## src/rtl/alu_issue_stage_if.sv

```systemverilog
// Handshake and operand bus between register-file read, the issue stage and the ALU.
// master is the upstream/consumer side (test harness or pipeline glue); slave is the issue stage.
interface alu_issue_stage_if #(
  parameter int XLEN = 32
);
  logic            in_valid;
  logic            in_ready;
  logic [31:0]     instr;
  logic [XLEN-1:0] pc;
  logic [XLEN-1:0] rs1_data;
  logic [XLEN-1:0] rs2_data;
  logic            out_valid;
  logic            out_ready;
  logic [XLEN-1:0] alu_a;
  logic [XLEN-1:0] alu_b;
  logic [3:0]      alu_ctrl;
  logic [4:0]      rd;
  logic            reg_write;
  logic            branch;
  logic            br_take_on_zero;
  logic            illegal;

  modport slave (
    input  in_valid, instr, pc, rs1_data, rs2_data, out_ready,
    output in_ready, out_valid, alu_a, alu_b, alu_ctrl, rd,
           reg_write, branch, br_take_on_zero, illegal
  );

  modport master (
    output in_valid, instr, pc, rs1_data, rs2_data, out_ready,
    input  in_ready, out_valid, alu_a, alu_b, alu_ctrl, rd,
           reg_write, branch, br_take_on_zero, illegal
  );
endinterface

```

## src/rtl/alu_issue_stage.sv

```systemverilog
// RV32I decode/issue stage: decodes into ALU control + operands, registered output with one-entry skid.
// Optional feature macro: SIGNED_CMP_FIX_EN (signed compares via operand sign-bit inversion).
module alu_issue_stage #(
  parameter int XLEN = 32
) (
  input  logic             clk,
  input  logic             rst_n,
  input  logic             flush,
  alu_issue_stage_if.slave bus,
  output logic [31:0]      issue_count
);

  localparam logic [6:0] OPC_OP     = 7'b0110011;
  localparam logic [6:0] OPC_OPIMM  = 7'b0010011;
  localparam logic [6:0] OPC_LOAD   = 7'b0000011;
  localparam logic [6:0] OPC_STORE  = 7'b0100011;
  localparam logic [6:0] OPC_LUI    = 7'b0110111;
  localparam logic [6:0] OPC_AUIPC  = 7'b0010111;
  localparam logic [6:0] OPC_JAL    = 7'b1101111;
  localparam logic [6:0] OPC_JALR   = 7'b1100111;
  localparam logic [6:0] OPC_BRANCH = 7'b1100011;

  localparam logic [3:0] ALU_AND = 4'b0000;
  localparam logic [3:0] ALU_OR  = 4'b0001;
  localparam logic [3:0] ALU_ADD = 4'b0010;
  localparam logic [3:0] ALU_XOR = 4'b0011;
  localparam logic [3:0] ALU_SLT = 4'b0100;
  localparam logic [3:0] ALU_SLL = 4'b0101;
  localparam logic [3:0] ALU_SUB = 4'b0110;
  localparam logic [3:0] ALU_SRL = 4'b1001;
  localparam logic [3:0] ALU_SRA = 4'b1010;
  localparam logic [3:0] ALU_ILL = 4'b1111;

  localparam logic [6:0] F7_BASE = 7'b0000000;
  localparam logic [6:0] F7_ALT  = 7'b0100000;

  typedef struct packed {
    logic [XLEN-1:0] a;
    logic [XLEN-1:0] b;
    logic [3:0]      ctrl;
    logic [4:0]      rd;
    logic            reg_write;
    logic            branch;
    logic            take_on_zero;
    logic            illegal;
  } entry_t;

  logic [6:0]      opcode;
  logic [2:0]      funct3;
  logic [6:0]      funct7;
  logic [4:0]      rd_f;
  logic [XLEN-1:0] imm_i;
  logic [XLEN-1:0] imm_s;
  logic [XLEN-1:0] imm_u;
  logic [XLEN-1:0] shamt;
  logic            unused_rs_fields;

  entry_t dec;
  logic   legal;
  logic   wr;
  logic   signed_cmp;

  entry_t or_q;
  entry_t or_d;
  entry_t sr_q;
  entry_t sr_d;
  logic   or_valid_q;
  logic   or_valid_d;
  logic   sr_valid_q;
  logic   sr_valid_d;
  logic   in_ready_q;
  logic   in_fire;
  logic   out_fire;

  assign opcode = bus.instr[6:0];
  assign funct3 = bus.instr[14:12];
  assign funct7 = bus.instr[31:25];
  assign rd_f   = bus.instr[11:7];
  assign imm_i  = {{(XLEN-12){bus.instr[31]}}, bus.instr[31:20]};
  assign imm_s  = {{(XLEN-12){bus.instr[31]}}, bus.instr[31:25], bus.instr[11:7]};
  assign imm_u  = {bus.instr[31:12], 12'b0};
  assign shamt  = {{(XLEN-5){1'b0}}, bus.instr[24:20]};

  // Register source indices are consumed by register-file read upstream, not here.
  assign unused_rs_fields = ^bus.instr[19:15];

  always_comb begin
    dec        = '0;
    dec.rd     = rd_f;
    legal      = 1'b1;
    wr         = 1'b0;
    signed_cmp = 1'b0;
    unique case (opcode)
      OPC_OP: begin
        dec.a = bus.rs1_data;
        dec.b = bus.rs2_data;
        wr    = 1'b1;
        if (funct7 == F7_BASE) begin
          unique case (funct3)
            3'b000:  dec.ctrl = ALU_ADD;
            3'b001:  dec.ctrl = ALU_SLL;
            3'b010:  begin dec.ctrl = ALU_SLT; signed_cmp = 1'b1; end
            3'b011:  dec.ctrl = ALU_SLT;
            3'b100:  dec.ctrl = ALU_XOR;
            3'b101:  dec.ctrl = ALU_SRL;
            3'b110:  dec.ctrl = ALU_OR;
            default: dec.ctrl = ALU_AND;
          endcase
        end else if (funct7 == F7_ALT && funct3 == 3'b000) begin
          dec.ctrl = ALU_SUB;
        end else if (funct7 == F7_ALT && funct3 == 3'b101) begin
          dec.ctrl = ALU_SRA;
        end else begin
          legal = 1'b0;
        end
      end
      OPC_OPIMM: begin
        dec.a = bus.rs1_data;
        dec.b = imm_i;
        wr    = 1'b1;
        unique case (funct3)
          3'b000: dec.ctrl = ALU_ADD;
          3'b010: begin dec.ctrl = ALU_SLT; signed_cmp = 1'b1; end
          3'b011: dec.ctrl = ALU_SLT;
          3'b100: dec.ctrl = ALU_XOR;
          3'b110: dec.ctrl = ALU_OR;
          3'b111: dec.ctrl = ALU_AND;
          3'b001: begin
            dec.b = shamt;
            if (funct7 == F7_BASE) dec.ctrl = ALU_SLL;
            else                   legal    = 1'b0;
          end
          default: begin
            dec.b = shamt;
            if (funct7 == F7_BASE)     dec.ctrl = ALU_SRL;
            else if (funct7 == F7_ALT) dec.ctrl = ALU_SRA;
            else                       legal    = 1'b0;
          end
        endcase
      end
      OPC_LOAD: begin
        dec.ctrl = ALU_ADD;
        dec.a    = bus.rs1_data;
        dec.b    = imm_i;
        wr       = 1'b1;
        legal    = (funct3 == 3'b000) || (funct3 == 3'b001) || (funct3 == 3'b010) ||
                   (funct3 == 3'b100) || (funct3 == 3'b101);
      end
      OPC_STORE: begin
        dec.ctrl = ALU_ADD;
        dec.a    = bus.rs1_data;
        dec.b    = imm_s;
        legal    = (funct3 == 3'b000) || (funct3 == 3'b001) || (funct3 == 3'b010);
      end
      OPC_LUI: begin
        dec.ctrl = ALU_ADD;
        dec.b    = imm_u;
        wr       = 1'b1;
      end
      OPC_AUIPC: begin
        dec.ctrl = ALU_ADD;
        dec.a    = bus.pc;
        dec.b    = imm_u;
        wr       = 1'b1;
      end
      OPC_JAL, OPC_JALR: begin
        dec.ctrl = ALU_ADD;
        dec.a    = bus.pc;
        dec.b    = XLEN'(4);
        wr       = 1'b1;
        if (opcode == OPC_JALR && funct3 != 3'b000) legal = 1'b0;
      end
      OPC_BRANCH: begin
        dec.a      = bus.rs1_data;
        dec.b      = bus.rs2_data;
        dec.branch = 1'b1;
        unique case (funct3)
          3'b000:  begin dec.ctrl = ALU_SUB; dec.take_on_zero = 1'b1; end
          3'b001:  dec.ctrl = ALU_SUB;
          3'b100:  begin dec.ctrl = ALU_SLT; signed_cmp = 1'b1; end
          3'b101:  begin dec.ctrl = ALU_SLT; signed_cmp = 1'b1; dec.take_on_zero = 1'b1; end
          3'b110:  dec.ctrl = ALU_SLT;
          3'b111:  begin dec.ctrl = ALU_SLT; dec.take_on_zero = 1'b1; end
          default: legal = 1'b0;
        endcase
      end
      default: legal = 1'b0;
    endcase

    // Flipping both sign bits turns the ALU's unsigned compare into a signed one.
`ifdef SIGNED_CMP_FIX_EN
    if (signed_cmp) begin
      dec.a[XLEN-1] = ~dec.a[XLEN-1];
      dec.b[XLEN-1] = ~dec.b[XLEN-1];
    end
`else
    if (signed_cmp) legal = 1'b0;
`endif

    if (!legal) begin
      dec.a            = '0;
      dec.b            = '0;
      dec.ctrl         = ALU_ILL;
      dec.branch       = 1'b0;
      dec.take_on_zero = 1'b0;
      wr               = 1'b0;
    end
    dec.illegal   = !legal;
    dec.reg_write = wr && (rd_f != 5'd0);
  end

  assign in_fire  = bus.in_valid && in_ready_q;
  assign out_fire = or_valid_q && bus.out_ready;

  // New entries go straight to OR whenever OR frees up this cycle and nothing older waits in SR.
  always_comb begin
    or_d       = or_q;
    sr_d       = sr_q;
    or_valid_d = or_valid_q;
    sr_valid_d = sr_valid_q;
    if (flush) begin
      or_valid_d = 1'b0;
      sr_valid_d = 1'b0;
    end else if (out_fire || !or_valid_q) begin
      if (sr_valid_q) begin
        or_d       = sr_q;
        or_valid_d = 1'b1;
        sr_valid_d = in_fire;
        if (in_fire) sr_d = dec;
      end else begin
        or_valid_d = in_fire;
        if (in_fire) or_d = dec;
      end
    end else if (in_fire) begin
      sr_d       = dec;
      sr_valid_d = 1'b1;
    end
  end

  always_ff @(posedge clk or negedge rst_n) begin
    if (!rst_n) begin
      or_q        <= '0;
      sr_q        <= '0;
      or_valid_q  <= 1'b0;
      sr_valid_q  <= 1'b0;
      in_ready_q  <= 1'b1;
      issue_count <= '0;
    end else begin
      or_q        <= or_d;
      sr_q        <= sr_d;
      or_valid_q  <= or_valid_d;
      sr_valid_q  <= sr_valid_d;
      in_ready_q  <= !sr_valid_d;
      issue_count <= issue_count + 32'(out_fire);
    end
  end

  assign bus.in_ready        = in_ready_q;
  assign bus.out_valid       = or_valid_q;
  assign bus.alu_a           = or_q.a;
  assign bus.alu_b           = or_q.b;
  assign bus.alu_ctrl        = or_q.ctrl;
  assign bus.rd              = or_q.rd;
  assign bus.reg_write       = or_q.reg_write;
  assign bus.branch          = or_q.branch;
  assign bus.br_take_on_zero = or_q.take_on_zero;
  assign bus.illegal         = or_q.illegal;

endmodule

```

## src/flat_wrapper.sv

```systemverilog
// flat-port wrapper written by rule: the top's interface ports become plain ports
module alu_issue_stage_flat 
#(
  parameter int XLEN = 32
)
  (clk, rst_n, flush, issue_count, bus_in_valid, bus_instr, bus_pc, bus_rs1_data, bus_rs2_data, bus_out_ready, bus_in_ready, bus_out_valid, bus_alu_a, bus_alu_b, bus_alu_ctrl, bus_rd, bus_reg_write, bus_branch, bus_br_take_on_zero, bus_illegal);
  alu_issue_stage_if #(.XLEN(XLEN)) bus_i ();
  input  logic clk;
  input  logic rst_n;
  input  logic flush;
  output logic [31:0] issue_count;
  input wire logic [$bits(bus_i.in_valid)-1:0] bus_in_valid;
  input wire logic [$bits(bus_i.instr)-1:0] bus_instr;
  input wire logic [$bits(bus_i.pc)-1:0] bus_pc;
  input wire logic [$bits(bus_i.rs1_data)-1:0] bus_rs1_data;
  input wire logic [$bits(bus_i.rs2_data)-1:0] bus_rs2_data;
  input wire logic [$bits(bus_i.out_ready)-1:0] bus_out_ready;
  output wire logic [$bits(bus_i.in_ready)-1:0] bus_in_ready;
  output wire logic [$bits(bus_i.out_valid)-1:0] bus_out_valid;
  output wire logic [$bits(bus_i.alu_a)-1:0] bus_alu_a;
  output wire logic [$bits(bus_i.alu_b)-1:0] bus_alu_b;
  output wire logic [$bits(bus_i.alu_ctrl)-1:0] bus_alu_ctrl;
  output wire logic [$bits(bus_i.rd)-1:0] bus_rd;
  output wire logic [$bits(bus_i.reg_write)-1:0] bus_reg_write;
  output wire logic [$bits(bus_i.branch)-1:0] bus_branch;
  output wire logic [$bits(bus_i.br_take_on_zero)-1:0] bus_br_take_on_zero;
  output wire logic [$bits(bus_i.illegal)-1:0] bus_illegal;
  assign bus_i.in_valid = bus_in_valid;
  assign bus_i.instr = bus_instr;
  assign bus_i.pc = bus_pc;
  assign bus_i.rs1_data = bus_rs1_data;
  assign bus_i.rs2_data = bus_rs2_data;
  assign bus_i.out_ready = bus_out_ready;
  assign bus_in_ready = bus_i.in_ready;
  assign bus_out_valid = bus_i.out_valid;
  assign bus_alu_a = bus_i.alu_a;
  assign bus_alu_b = bus_i.alu_b;
  assign bus_alu_ctrl = bus_i.alu_ctrl;
  assign bus_rd = bus_i.rd;
  assign bus_reg_write = bus_i.reg_write;
  assign bus_branch = bus_i.branch;
  assign bus_br_take_on_zero = bus_i.br_take_on_zero;
  assign bus_illegal = bus_i.illegal;
  alu_issue_stage #(.XLEN(XLEN)) u_core (.clk(clk), .rst_n(rst_n), .flush(flush), .bus(bus_i), .issue_count(issue_count));
endmodule
```

## config.mk

```make
export PLATFORM = sky130hd
export DESIGN_NAME = alu_issue_stage_flat
export DESIGN_NICKNAME = d
export VERILOG_FILES = /design/src/rtl/alu_issue_stage_if.sv /design/src/rtl/alu_issue_stage.sv /design/src/flat_wrapper.sv
export SDC_FILE = /design/constraint.sdc
export NUM_CORES = 1
export LEC_CHECK = 0
export CAP_MARGIN = 20
export CORE_AREA = 2 2 171 106
export CTS_BUF_LIST = sky130_fd_sc_hd__clkbuf_2 sky130_fd_sc_hd__clkbuf_4 sky130_fd_sc_hd__clkbuf_8
export DETAILED_ROUTE_END_ITERATION = 10
export DIE_AREA = 0 0 173 108
export PLACE_DENSITY_LB_ADDON = 0.05
export SETUP_SLACK_MARGIN = 0.02
export SYNTH_ARGS = -nofsm -noshare
export SYNTH_HDL_FRONTEND = slang
export SYNTH_SLANG_ARGS = --single-unit
```

## constraint.sdc

```tcl
create_clock -name clk -period 3.4 [get_ports clk]
set_input_delay 0.68 -clock clk [delete_from_list [all_inputs] [get_ports clk]]
set_output_delay 0.68 -clock clk [all_outputs]
set_load 0.005 [all_outputs]
```

-- Word level (Yosys, flattened, before mapping)
Cells that the tools add are included.
- register bits: 189
- bits of input ports: 133
- output and inout bits: 111
- word-level logic and storage cells: 119
- add/sub/neg operators: 1
- eq/ne operators: 18
- muxes and demuxes: 45
- bitwise gates (word level): 1
- reductions and logical operators: 34
- operators with widths (cell ; number):
    2-to-1 mux 77 bit ; 5
    case mux 36 bit (7 select lines) ; 1
    2-to-1 mux 68 bit ; 1
    case mux 32 bit (2 select lines) ; 1
    case mux 4 bit (6 select lines) ; 2
    adder 32 x 1 -> 32 bit ; 1
    2-to-1 mux 32 bit ; 1
    == test 7 x 6 -> 1 bit (second input constant) ; 4
    2-to-1 mux 1 bit ; 22
    == test 7 bit (second input constant) ; 3
    2-to-1 mux 4 bit ; 5
    == test 7 x 5 -> 1 bit (second input constant) ; 2
    == test 3 bit (second input constant) ; 4
    OR reduction 6 bit ; 2
    OR reduction 2 bit ; 5
    == test 7 x 2 -> 1 bit (second input constant) ; 1
    logical NOT 7 bit ; 1
    case mux 1 bit (7 select lines) ; 1
    OR reduction 7 bit ; 1
    == test 3 x 2 -> 1 bit (second input constant) ; 2
    logical AND 1 bit ; 6
    case mux 3 bit (2 select lines) ; 1
    OR reduction 3 bit ; 2
    logical OR 1 bit ; 5
    16 further kinds ; 20

-- Longest topological paths before layout
- word-level depth: 12
- gate-level depth with buffers: 9
- depth with buffers taken out: 8

-- Worst setup path before layout
No wires, ideal clock.
- kind: input -> register
- start: input port bus_instr[25]
- end: register u_core.or_q (netlist bit u_core.bus.illegal)
- setup time: 0.121 ns
- arrival: 2.439 ns
- required time: 3.279 ns
- path slack: 0.840 ns
- stages on the path: 7
- buffers on the path: 1
- path through: or4_4 -> nor4_4 -> a32oi_1 -> and3_1 -> buf_6 -> or3_1 -> a22o_1
- cells in the longest elaborated chain, start to end: 10
- elaborated cells between the ends (all ways): 18
- RTL lines (what ; RTL line ; source):
    start, declared ; flat_wrapper.sv:13 ; input wire logic [$bits(bus_i.instr)-1:0] bus_instr;
    == test 7 x 6 -> 1 bit ; alu_issue_stage.sv:109, alu_issue_stage.sv:111, alu_issue_stage.sv:136 ;
    logical AND 1 bit ; alu_issue_stage.sv:111 ; end else if (funct7 == F7_ALT && funct3 == 3'b101) begin
    2-to-1 mux 1 bit ; alu_issue_stage.sv:111 ;
    2-to-1 mux 1 bit ; alu_issue_stage.sv:109 ; end else if (funct7 == F7_ALT && funct3 == 3'b000) begin
    2-to-1 mux 1 bit ; alu_issue_stage.sv:98 ; if (funct7 == F7_BASE) begin
    case mux 1 bit (7 select lines) ; alu_issue_stage.sv:93 ; unique case (opcode)
    2-to-1 mux 1 bit (*) ; alu_issue_stage.sv:197 ; if (signed_cmp) legal = 1'b0;
    logical NOT 1 bit (*) ; -- ;
    2-to-1 mux 77 bit (*) ; alu_issue_stage.sv:232 ; if (in_fire) or_d = dec;
    2-to-1 mux 77 bit (*) ; alu_issue_stage.sv:225 ; if (sr_valid_q) begin
    end signal, assigned ; alu_issue_stage.sv:249 ; or_q <= or_d;
    end, declared ; alu_issue_stage.sv:63 ; entry_t or_q;
Every way passes the cells marked *; elsewhere a longest branch is shown, timed or not. The select of a mux whose other input is x is not followed.
A chain may end at the register's enable or synchronous reset.

-- Final worst setup path
- start: input port bus_instr[26]
- end: register u_core.or_q (netlist bit u_core.bus.alu_b[2])
- cells in the longest elaborated chain, start to end: 10
- elaborated cells between the ends (all ways): 18
- RTL lines (what ; RTL line ; source):
    == test 7 x 6 -> 1 bit ; alu_issue_stage.sv:109, alu_issue_stage.sv:111, alu_issue_stage.sv:136 ;
    logical AND 1 bit ; alu_issue_stage.sv:111 ;
    2-to-1 mux 1 bit ; alu_issue_stage.sv:111 ;
    2-to-1 mux 1 bit ; alu_issue_stage.sv:109 ;
    2-to-1 mux 1 bit ; alu_issue_stage.sv:98 ;
    case mux 1 bit (7 select lines) ; alu_issue_stage.sv:93 ;
    2-to-1 mux 1 bit (*) ; alu_issue_stage.sv:197 ;
    2-to-1 mux 68 bit (*) ; alu_issue_stage.sv:200 ; if (!legal) begin
    2-to-1 mux 77 bit (*) ; alu_issue_stage.sv:232 ;
    2-to-1 mux 77 bit (*) ; alu_issue_stage.sv:225 ;
Marks and branches as above.

==> flow_results.org <==
** Global route
- Via count of the first global-routing pass :: 7902
- The initial antenna violation count came to 0.
- Overall track demand over capacity in global routing :: roughly 29%
- First-pass GRT wire length :: 42400 um
- Remaining Overflow, GRT :: 0
- Maximum number of pins on one net before global-route repair :: 146

** Place
- In this run the tool buffered the top-level ports with roughly 240 buffer cells.
- Detailed Place HPWL :: 18000 um
- Last weighted congestion value of the routability-driven placer :: about 0.95
- At the placement stage, the worst setup path has a slack of between 0.1 and 0.15 ns.
- In this run the cell area measured after placement is roughly 12000 um^2.

** Run status
- Outcome :: finished, final reports clean

** Floorplanning
- Measured along the x axis, the die boundary spans 173 um.
- The die covers approximately 19000 um^2.
- The die is between 100 and 150 um tall.
- Core ar. :: about 17000 um^2
- Number of core rows :: 37
- Initial core utilization :: between 50% and 60%
- During I/O placement, the number of pins put on the boundary was around 240.

** Critical path
- Data arrival, critical path :: 3.25 ns
- Largest stage delay on the critical path :: a little under 0.6 ns
- Largest fanout on the critical path :: 5
- Destination of the worst register-to-register timing path :: u_core.bus.alu_b[2]
- On the critical path the largest part of the delay comes from compound AO/OA/AOI/OAI gates.
- Number of buffer and inverter instances along the worst setup path :: 2
- The critical path is of the in2reg type.
- Critical-path cell with the highest stage delay :: or4_4
- Cells along the critical path :: clkdlybuf4s50_1 > or4_4 > o31ai_1 > a32oi_1 > and3_1 > o41ai_1 > buf_4 > mux2_2
- Data required time at the worst endpoint :: 3.82 ns
- Reg2reg setup slack :: about 1.1 ns
- Worst flop-to-flop path startpoint :: u_core.sr_valid_q
- Worst setup EP type :: flip-flop
- Sort of element at the start of the critical path :: primary input
- In this run the worst setup path begins at bus_instr[26].
- Number of cells on the worst reg-to-reg path :: 4

** Pwr
- IR analysis of the VDD net gives a maximum drop of 242 uV.
- For this design the static power due to leakage is roughly 5.5 nW.
- Total power per unit cell area :: 378 nW/um^2

** Worst hold path
- Min-Delay Path Class :: in2async

** Logic synthesis
- The most common cell in the synthesized netlist is dfrtp_1.
- Post-synth cell types :: 57
- For this run, the leading register cell type out of synthesis is dfrtp_1.
- Register area share after synthesis :: between 50% and 60%
- Counting every net in the synthesized netlist gives approximately 1.1k.
- For this run, asynchronously set or reset flops after synthesis account for 100%.
- Post-synthesis cell count :: roughly 960
- The synthesized design contains 0 enable-type register cells.
- Ranked by total cell area, the synthesized netlist is headed by dfrtp_1 51%, and3_1 5.2%, o21ai_0 5.0%.
- Synthesized area divided by synthesized cell count :: 9.57 um^2
- After synthesis, the most frequently instantiated cells are 188 x dfrtp_1, 108 x nand2_1, 91 x o21ai_0.
- Mapped cell area :: between 9000 and 10000 um^2
- Summed over its instances, the top area cell type makes up 51.5% of the synthesized netlist area.
- Of all cell types, the one taking the most synthesized area is dfrtp_1.
- Post-synthesis register bit count :: approximately 190
- Total of warnings raised by yosys :: 0

** Finish
- After filler insertion, the fill cell instance count of the layout stands at 1262.
- Total Nets Final :: between 1k and 1.5k
- Cells fill between 70% and 80% of the core in the end.
- In the final layout, flip-flops and latches occupy 4730 um^2.
- Post-layout instance area :: about 12000 um^2
- Area of the multi-input gates :: just over 4000 um^2
- 0 antenna diodes ended up in the layout.
- From synthesis to final layout, the design area changed by 36.5%.
- Fraction of final layout cells sized beyond drive strength 1 :: 8.06%

** STA
- Max Transition Viols Final :: 0
- The clock arrives with ~0.013 ns of skew.
- The count of endpoints failing hold in the final timing report came to 0.
- Setup violations remaining at the end of the flow were counted as 0.
- For this run, the top clock speed supported by timing is roughly 350 MHz.
- In this run the tightest slew margin relative to its limit is between 40% and 50%.
- Post-route clock period utilization :: ~83%
- Worst-margin pin slew :: around 0.76 ns
- The routed design could run at a clock period as short as roughly 2.8 ns.
- Unrepaired setup endpoints after global routing :: false
- Worst setup slack after layout :: about 0.57 ns
- Accumulated negative setup slack :: 0 ns

** Routing
- The pre-antenna-repair detailed-routing pass consisted of 6 iterations.
- Summing over every cut layer, the via total after detailed routing is 8394.
- Routed Antenna Nets :: 0
- In the routed design, unresolved DRC markers number 0.
- The final layout contains routed wiring with a total length of approximately 26000 um.
- Drt first-iter violations :: 790
- Dividing the detail-routed wire length by the instance count gives roughly 18 um.
- Post-detailed-route via-to-cell ratio :: slightly below 6

** Clock network
- After clock tree synthesis, the repair step resized 0 gates.
- TritonCTS created 17 clock buffers.
- Clock-pin slew was measured on the worst setup and hold paths at between 0.1 and 0.15 ns.
- Clock latency at the later pin of the worst-skew pair :: approximately 0.46 ns
- TritonCTS built the clock tree.
- Maximum buffer depth of the clock tree :: 2
- Deepest level of the CTS H-tree :: 4
- The tree is rooted in a clkbuf_8.
- CTS hold repair buffers :: 0
- Counting every sink on the clock net gives around 190.
- Post-CTS timing repair inserted 0 buffers for setup.

** Job
- Max-cap violations :: 0
==> kinds of logic (layout without fill, tap and decap cells) <==
family / after synthesis / count (layout) / synth area share (%)
compound gates: 315 / 315 / 22.0
fa+ha+maj: 3 / 3 / 0.383
xor+xnor: 32 / 32 / 3.07
mux: 7 / 7 / 0.780
buf+inv: 95 / 331 / 4.38
simple gates: 314 / 314 / 17.7
flops: 189 / 189 / 51.7
==> worst max path at each step <==
stage,end,cells past startpoint,slack (ns)
2_1_floorplan,u_core.bus.illegal,7,0.84
3_3_place_gp,u_core.bus.alu_b[2],9,0.16
3_5_place_dp,u_core.bus.alu_a[24],9,0.12
4_1_cts,u_core.sr_q[70],9,0.61
5_1_grt,u_core.bus.alu_b[2],8,0.47
6_report,u_core.bus.alu_b[2],8,0.57
==> cell type report <==
class	count	share of cell area, %
clock buffer	17	1.88
multi-input combinational	671	32.6
clock inverter	15	1.79
inverter	10	0.301
tap	234	2.35
timing repair buffer	289	23.2
sequential	189	37.9
==> metal layers <==
| metal | track usage, % | wire, um | vias up |
|---|---|---|---|
| li1 | - | - | 3954 |
| met1 | 42.6 | 12200 | 4075 |
| met2 | 42.8 | 11500 | 350 |
| met3 | 6.86 | 2250 | 15 |
| met4 | 6.84 | 255 | 0 |
| met5 | 0 | 0 | - |
==> stage by stage <==
| stage | hold slack, ns | total power [mW] | cells |
|---|---|---|---|
| 6_report | 0.268 | 4.72 | 1425 |
| 5_1_grt | 0.304 | 4.91 | 1425 |
| 4_1_cts | 0.281 | 4.75 | 1425 |
| 3_5_place_dp | 0.459 | 3.08 | 1393 |
| 3_3_place_gp | 0.452 | 3.07 | 1393 |
| 2_1_floorplan | 0.384 | 2.64 | 955 |
==> registers in the layout, summed over array words and instances (netlist names) <==
register / flops
u_core.bus.alu_a: 32
u_core.bus.alu_b: 32
u_core.bus.alu_ctrl: 4
u_core.bus.br_take_on_zero: 1
u_core.bus.branch: 1
u_core.bus.illegal: 1
u_core.bus.in_ready: 1
u_core.bus.out_valid: 1
u_core.bus.rd: 5
u_core.bus.reg_write: 1
u_core.issue_count: 32
u_core.sr_q: 77
u_core.sr_valid_q: 1
==> worst reg2reg max path: stages (launching register included) <==
cell and delay (ns):
dfrtp_2 0.79, a21oi_1 0.14, nor3_2 0.26, buf_4 0.59, mux2_2 0.47
==> layout by cell type (no fill, tap or decap), types with 11 or more instances in the layout <==
master and count:
nand2_1 107, a21oi_1 81, clkbuf_8 18, dfrtp_1 187, a221oi_1 20, o31ai_1 50, and3_1 76, a22o_1 39
o21ai_0 91, buf_4 37, nor3_1 11, xnor2_1 22, clkdlybuf4s50_1 242, nand3_1 53, nor2_1 18
==> report_power, final <==
group | leakage, nW | switching [mW] | internal [mW]
clock | 0.223 | 0.855 | 0.826
sequential | 2.58 | 0.0782 | 2.33
combinational | 2.65 | 0.304 | 0.327
Power figures use the tool's default switching activity.
